## config.mk

```make
export PLATFORM = sky130hd
export DESIGN_NAME = jts16_snd_cmd
export DESIGN_NICKNAME = d
export VERILOG_FILES = /design/src/rtl/jts16_snd_pkg.sv /design/src/rtl/jts16_snd_fifo.sv /design/src/rtl/jts16_snd_cmd.sv
export SDC_FILE = /design/constraint.sdc
export NUM_CORES = 1
export LEC_CHECK = 0
export CAP_MARGIN = 10
export CELL_PAD_IN_SITES_DETAIL_PLACEMENT = 0
export CELL_PAD_IN_SITES_GLOBAL_PLACEMENT = 2
export CORE_MARGIN = 5
export CORE_UTILIZATION = 31
export CTS_CLUSTER_DIAMETER = 30
export CTS_CLUSTER_SIZE = 24
export DETAILED_ROUTE_END_ITERATION = 16
export MAX_ROUTING_LAYER = met4
export PLACE_DENSITY = 0.85
export SYNTH_ARGS = -nofsm -noshare
export SYNTH_HDL_FRONTEND = slang
export SYNTH_SLANG_ARGS = --single-unit
```

## constraint.sdc

```tcl
create_clock -name clk -period 1.95 [get_ports clk]
set_input_delay 0.2925 -clock clk [delete_from_list [all_inputs] [get_ports clk]]
set_output_delay 0.2925 -clock clk [all_outputs]
set_load 0.005 [all_outputs]
```

## src/rtl/jts16_snd_pkg.sv

```systemverilog
// Shared types and constants for the main-to-sound command channel (jts16_snd_cmd).
package jts16_snd_pkg;

    localparam int             CMD_W       = 8;
    localparam int             NMI_LEN_DEF = 16;
    localparam logic [CMD_W-1:0] DATA_RST  = 8'hff;

    typedef enum logic [1:0] {
        IDLE    = 2'd0,
        NMI     = 2'd1,
        WAIT_RD = 2'd2
    } snd_state_e;

endpackage

```

## src/rtl/jts16_snd_fifo.sv

```systemverilog
// Small synchronous command queue; head is the oldest entry, valid whenever empty is low.
module jts16_snd_fifo
    import jts16_snd_pkg::*;
#(
    parameter int DEPTH = 4,
    parameter int W     = CMD_W
) (
    input  logic                     clk,
    input  logic                     rst,
    input  logic                     push,
    input  logic                     pop,
    input  logic [W-1:0]             din,
    output logic                     full,
    output logic                     empty,
    output logic [$clog2(DEPTH):0]   level,
    output logic [W-1:0]             head
);

    localparam int AW = $clog2(DEPTH);

    logic [W-1:0]  mem_r [DEPTH];
    logic [AW-1:0] wr_ptr_r;
    logic [AW-1:0] rd_ptr_r;
    logic [AW:0]   level_r;
    logic          do_push_s;
    logic          do_pop_s;

    assign full      = (level_r == (AW+1)'(DEPTH));
    assign empty     = (level_r == {(AW+1){1'b0}});
    assign level     = level_r;
    assign head      = mem_r[rd_ptr_r];
    // A push into a full queue is only legal when the head leaves in the same cycle
    assign do_push_s = push & (~full | pop);
    assign do_pop_s  = pop & ~empty;

    // Storage, pointers and occupancy
    always_ff @(posedge clk) begin
        if (rst) begin
            for (int i = 0; i < DEPTH; i++) begin
                mem_r[i] <= DATA_RST;
            end
            wr_ptr_r <= {AW{1'b0}};
            rd_ptr_r <= {AW{1'b0}};
            level_r  <= {(AW+1){1'b0}};
        end else begin
            if (do_push_s) begin
                mem_r[wr_ptr_r] <= din;
                wr_ptr_r        <= wr_ptr_r + AW'(1);
            end
            if (do_pop_s) begin
                rd_ptr_r <= rd_ptr_r + AW'(1);
            end
            level_r <= level_r + (AW+1)'(do_push_s) - (AW+1)'(do_pop_s);
        end
    end

endmodule

```

## src/rtl/jts16_snd_cmd.sv

```systemverilog
// Sound-CPU end of the main-to-sound command channel: captures PPI commands, raises NMI, serves Z80 reads.
// Define JTS16_SNDCMD_FIFO_EN to queue commands in a FIFO_DEPTH-entry FIFO instead of a single latch.
module jts16_snd_cmd
    import jts16_snd_pkg::*;
#(
    parameter int NMI_LEN    = NMI_LEN_DEF,
    parameter int FIFO_DEPTH = 4
) (
    input  logic             clk,
    input  logic             rst,
    input  logic             cen,
    input  logic [CMD_W-1:0] snd_latch,
    input  logic             snd_irqn,
    output logic             snd_ack,
    input  logic             latch_cs,
    input  logic             rd_n,
    output logic             nmi_n,
    output logic [CMD_W-1:0] dout,
    output logic             pending,
    output logic             ovf
);

    localparam logic [7:0] NMI_LOAD = 8'(NMI_LEN);

    snd_state_e       state_r;
    snd_state_e       state_nx;
    logic [7:0]       cnt_r;
    logic [7:0]       cnt_nx;
    logic             nmi_nx;
    logic             irqn_last_r;
    logic             rd_last_r;
    logic             rd_edge_r;
    logic             fall_s;
    logic             rd_ok_s;
    logic             rd_s;
    logic             pop_s;
    logic             more_s;
    logic             trig_s;
    logic             ovf_set_s;
    logic             pend_nx_s;
    logic             rd_load_s;
    logic [CMD_W-1:0] head_s;

    assign fall_s  = irqn_last_r & ~snd_irqn;
    assign rd_ok_s = latch_cs & ~rd_n;
    assign rd_s    = rd_edge_r;

    // Strobe history every clk; read history only on Z80 clock enables, one pulse per read
    always_ff @(posedge clk) begin
        if (rst) begin
            irqn_last_r <= 1'b1;
            rd_last_r   <= 1'b0;
            rd_edge_r   <= 1'b0;
        end else begin
            irqn_last_r <= snd_irqn;
            if (cen) begin
                rd_last_r <= rd_ok_s;
                rd_edge_r <= rd_ok_s & ~rd_last_r;
            end else begin
                rd_edge_r <= 1'b0;
            end
        end
    end

`ifdef JTS16_SNDCMD_FIFO_EN
    localparam int LW = $clog2(FIFO_DEPTH) + 1;

    logic          full_s;
    logic          empty_s;
    logic          push_ok_s;
    logic [LW-1:0] level_s;
    logic [LW-1:0] level_nx_s;

    // A full queue still accepts a push when the head is popped in the same clk
    assign pop_s      = rd_s & ~empty_s;
    assign push_ok_s  = fall_s & (~full_s | pop_s);
    assign level_nx_s = level_s + LW'(push_ok_s) - LW'(pop_s);
    assign more_s     = (level_nx_s != {LW{1'b0}});
    assign trig_s     = push_ok_s & (state_r != NMI);
    assign ovf_set_s  = fall_s & ~push_ok_s;
    assign pend_nx_s  = more_s;
    assign rd_load_s  = pop_s;

    jts16_snd_fifo #(
        .DEPTH (FIFO_DEPTH),
        .W     (CMD_W)
    ) u_fifo (
        .clk   (clk),
        .rst   (rst),
        .push  (push_ok_s),
        .pop   (pop_s),
        .din   (snd_latch),
        .full  (full_s),
        .empty (empty_s),
        .level (level_s),
        .head  (head_s)
    );
`else
    logic [CMD_W-1:0] data_r;

    // A read coinciding with a new strobe consumes the old byte, so it never counts as an overrun
    assign head_s    = data_r;
    assign pop_s     = rd_s & pending;
    assign more_s    = fall_s;
    assign trig_s    = fall_s;
    assign ovf_set_s = fall_s & pending & ~rd_s;
    assign pend_nx_s = fall_s | (pending & ~pop_s);
    assign rd_load_s = rd_s;

    // Single command latch
    always_ff @(posedge clk) begin
        if (rst) begin
            data_r <= DATA_RST;
        end else if (fall_s) begin
            data_r <= snd_latch;
        end else begin
            data_r <= data_r;
        end
    end
`endif

    // Next-state logic: consumption first, then a new NMI request, then the NMI countdown
    always_comb begin
        state_nx = state_r;
        cnt_nx   = cnt_r;
        nmi_nx   = nmi_n;
        if (pop_s && more_s) begin
            state_nx = NMI;
            cnt_nx   = NMI_LOAD;
            nmi_nx   = 1'b0;
        end else if (pop_s) begin
            state_nx = IDLE;
            cnt_nx   = 8'd0;
            nmi_nx   = 1'b1;
        end else if (trig_s) begin
            state_nx = NMI;
            cnt_nx   = NMI_LOAD;
            nmi_nx   = 1'b0;
        end else begin
            case (state_r)
                NMI: begin
                    if (!cen) begin
                        cnt_nx = cnt_r;
                    end else if (cnt_r <= 8'd1) begin
                        state_nx = WAIT_RD;
                        cnt_nx   = 8'd0;
                        nmi_nx   = 1'b1;
                    end else begin
                        cnt_nx = cnt_r - 8'd1;
                    end
                end
                IDLE:    state_nx = IDLE;
                WAIT_RD: state_nx = WAIT_RD;
                default: begin
                    state_nx = IDLE;
                    cnt_nx   = 8'd0;
                    nmi_nx   = 1'b1;
                end
            endcase
        end
    end

    // Registered FSM state and all outputs
    always_ff @(posedge clk) begin
        if (rst) begin
            state_r <= IDLE;
            cnt_r   <= 8'd0;
            nmi_n   <= 1'b1;
            snd_ack <= 1'b1;
            pending <= 1'b0;
            ovf     <= 1'b0;
            dout    <= DATA_RST;
        end else begin
            state_r <= state_nx;
            cnt_r   <= cnt_nx;
            nmi_n   <= nmi_nx;
            pending <= pend_nx_s;
            snd_ack <= ~pend_nx_s;
            ovf     <= ovf | ovf_set_s;
            if (rd_load_s) begin
                dout <= head_s;
            end else begin
                dout <= dout;
            end
        end
    end

endmodule

```

==> results.md <==
- Status: finished clean
- Slew @ Worst Pin: 0.384 ns
- Syn_nets: 169
- HP Class: reg2reg
- Primary FF master, synth: dfxtp_1
- Slew headroom: 74.3%
- Die Height: 77.5 µm
- Final setup viols: 0
- Multi-input gate area: 702 µm²
- Final Skew: approximately 0.0044 ns
- # rows: 24
- Post-synth top area share: between 40% and 50%
- Max-cap violations: 0
- Final Hold Violating Endpoints: 0
- TritonRoute pass-1 iters: 4
- Tot Pwr: 1.59 mW
- Register area share after synthesis: a little under half
- Leading area contributor after synthesis: dfxtp_1
- Mapped Area: 1410 µm²
- Gr usage total: 10.7%
- Final wirelength: roughly 2900 µm
- Register area: about 660 µm²
- Post-DP HPWL: 2180 µm
- Crit path time final: roughly 1.8 ns
- Final #Nets: roughly 200
- Core footprint: 4380 µm²
- Root Buffer: clkbuf_8
- First-pass GRT wire length: 4980 µm
- Fraction of layout cells with a size suffix above 1: 10.9%
- # diodes: 0
- Drt initial violations: 20
- Lkg Pwr: about 0.72 nW
- Clock latency on the worst-skew pair: 0.28 ns
- Crit Path Category: reg2reg
- Number of register bits inferred by synthesis: 33
- Final cycle utilization of the critical path: between 90% and 100%
- Fill count: 433
- Residual DRC: 0
- WL/cell: 12.3 µm
- Pwr Density: 852 nW/µm²
- Clock slew at reported path FFs: 0.07 ns
- Yosys warning count: 0
- Vias in the first global route: about 1100
- Initial core utilization: 32.2%
- Cell count after synthesis: 150
- P&R area growth vs syn: 32.1%
- Htree depth: 2
- Slew Viols, Final: 0
- Crit. End Element: flip-flop
- Crit Path Max Fanout: 7
- Chip Width: 77.5 µm
- Non-Filler Instances: between 200 and 250
- Fmax: 0.566 GHz
- Antenna violations before repair: 0
- Post-CTS setup buffer count: 0
- Top post-synthesis cells by area: dfxtp_1, nand2_1, a211o_1
- # IOs: 26
- Grt total ovfl: 0
- Mean Syn Cell Area: 9.41 µm²
- Placed Instances: 228
- Most frequent cell after synthesis: dfxtp_1
- Critical path launch point type: flip-flop
- Buffers on Ports: 25
- GP Congestion: 0.848
- Max clock buf depth: 2
- CTS Sinks: 33
- Final core occ: between 40% and 50%
- Synth top cells by count: dfxtp_1, nand2_1, nor2_1
- Hold-fix buffers at CTS: 0
- Critical Path RT: 2.13 ns
- Peak VDD IR: 0.460 mV
- CTS buffer count: 5
- ANT nets after route: 0
- Gates resized, CTS repair: 0
- Ys async rst share: 0%
- Data arrival time of the critical path: 1.95 ns
- CTS tree: done
- TNS Setup: 0 ns
- Vias per cell: 4.80
- EDFF count, synth: 0
- Largest net degree at the start of global routing: 25
- Number of library cell types mapped by synthesis: 29
- Die area: 6000 µm²
- DR vias: approximately 1100
- Unrepaired setup endpoints after global routing: false
power breakdown:
group	switching, mW	internal, mW	total, mW
sequential	0.0283	0.713	0.742
combinational	0.110	0.127	0.237
clock	0.240	0.371	0.611
total	0.378	1.21	1.59
per-layer routing:
metal,track usage (%),wire length [µm],up-vias
met5,-,0,-
met2,17.5,1410,18
met3,3.59,97,6
li1,-,-,572
met4,4.64,65,0
met1,11.7,1320,531
stage by stage:
step	instance area (µm²)	worst slack [ns]	hold WS, ns
final	1860	0.182	0.466
after CTS	1860	0.167	0.469
after global routing	1860	0.0993	0.486
after detailed placement	1760	0.164	0.453
after floorplan	1410	0.229	0.399
after global placement	1760	0.202	0.446
layout by cell type, fill, tap and decap left out, drive strengths merged:
cell type / count
a41oi: 1
nor3: 1
or2: 2
mux2i: 1
clkdlybuf4s50: 25
dfxtp: 33
nor2: 14
a21oi: 5
a211o: 8
clkinv: 1
bufinv: 1
and4b: 1
nand2b: 4
a31oi: 1
nand3: 6
o311ai: 1
inv: 6
xnor2: 1
clkbuf: 5
o22ai: 1
o22a: 1
nor2b: 9
nand4: 3
ha: 5
or4b: 1
xor2: 6
nor3b: 1
nand2: 20
buf: 8
nand3b: 9
nor4: 2
final cells by class:
class,instances,share of cell area [%]
Inverter,6,1.21
Tap cell,52,3.49
Multi-Input combinational cell,104,37.7
Clock buffer,5,3.69
Timing Repair Buffer,33,16.6
Clock inverter,2,1.88
Sequential cell,33,35.4
path summary, 6_finish.rpt:
| kind | startpoint | cells after the start | slack (ns) | endpoint |
|---|---|---|---|---|
| setup / recovery | cnt_r[0]$_SDFFE_PP0P_ | 6 | 0.18 | nmi_n$_SDFFE_PP1P_ |
| hold / removal | data_r[3]$_SDFFE_PP1P_ | 1 | 0.47 | dout[3]$_SDFFE_PP1P_ |
| setup reg to reg | cnt_r[0]$_SDFFE_PP0P_ | 6 | 0.18 | nmi_n$_SDFFE_PP1P_ |
| hold reg to reg | data_r[3]$_SDFFE_PP1P_ | 1 | 0.47 | dout[3]$_SDFFE_PP1P_ |
flip-flops by register name, indices dropped and copies added (netlist names):
| signal | flops |
|---|---|
| pending | 1 |
| irqn_last_r | 1 |
| rd_last_r | 1 |
| cnt_r | 8 |
| state_r | 2 |
| snd_ack | 1 |
| dout | 8 |
| ovf | 1 |
| data_r | 8 |
| nmi_n | 1 |
| rd_edge_r | 1 |
worst max-delay path: stages, from the launching register on:
cell      delay [ns]
dfxtp_1         0.35
inv_1           0.08
ha_1            0.24
or2_2           0.34
a41oi_4         0.30
o311ai_4        0.16
o22a_1          0.21
cell families after synthesis:
group                      share of synthesized area, %
AOI/OAI and AO/OA                                  12.1
xor gates and xnor gates                           4.34
and+or+nand+nor                                    28.2
DFF                                                46.8
buffers and inverters                              3.46
adders and majority gates                          4.43
muxes                                             0.709
No activity file was read; power rests on OpenSTA's default activity.
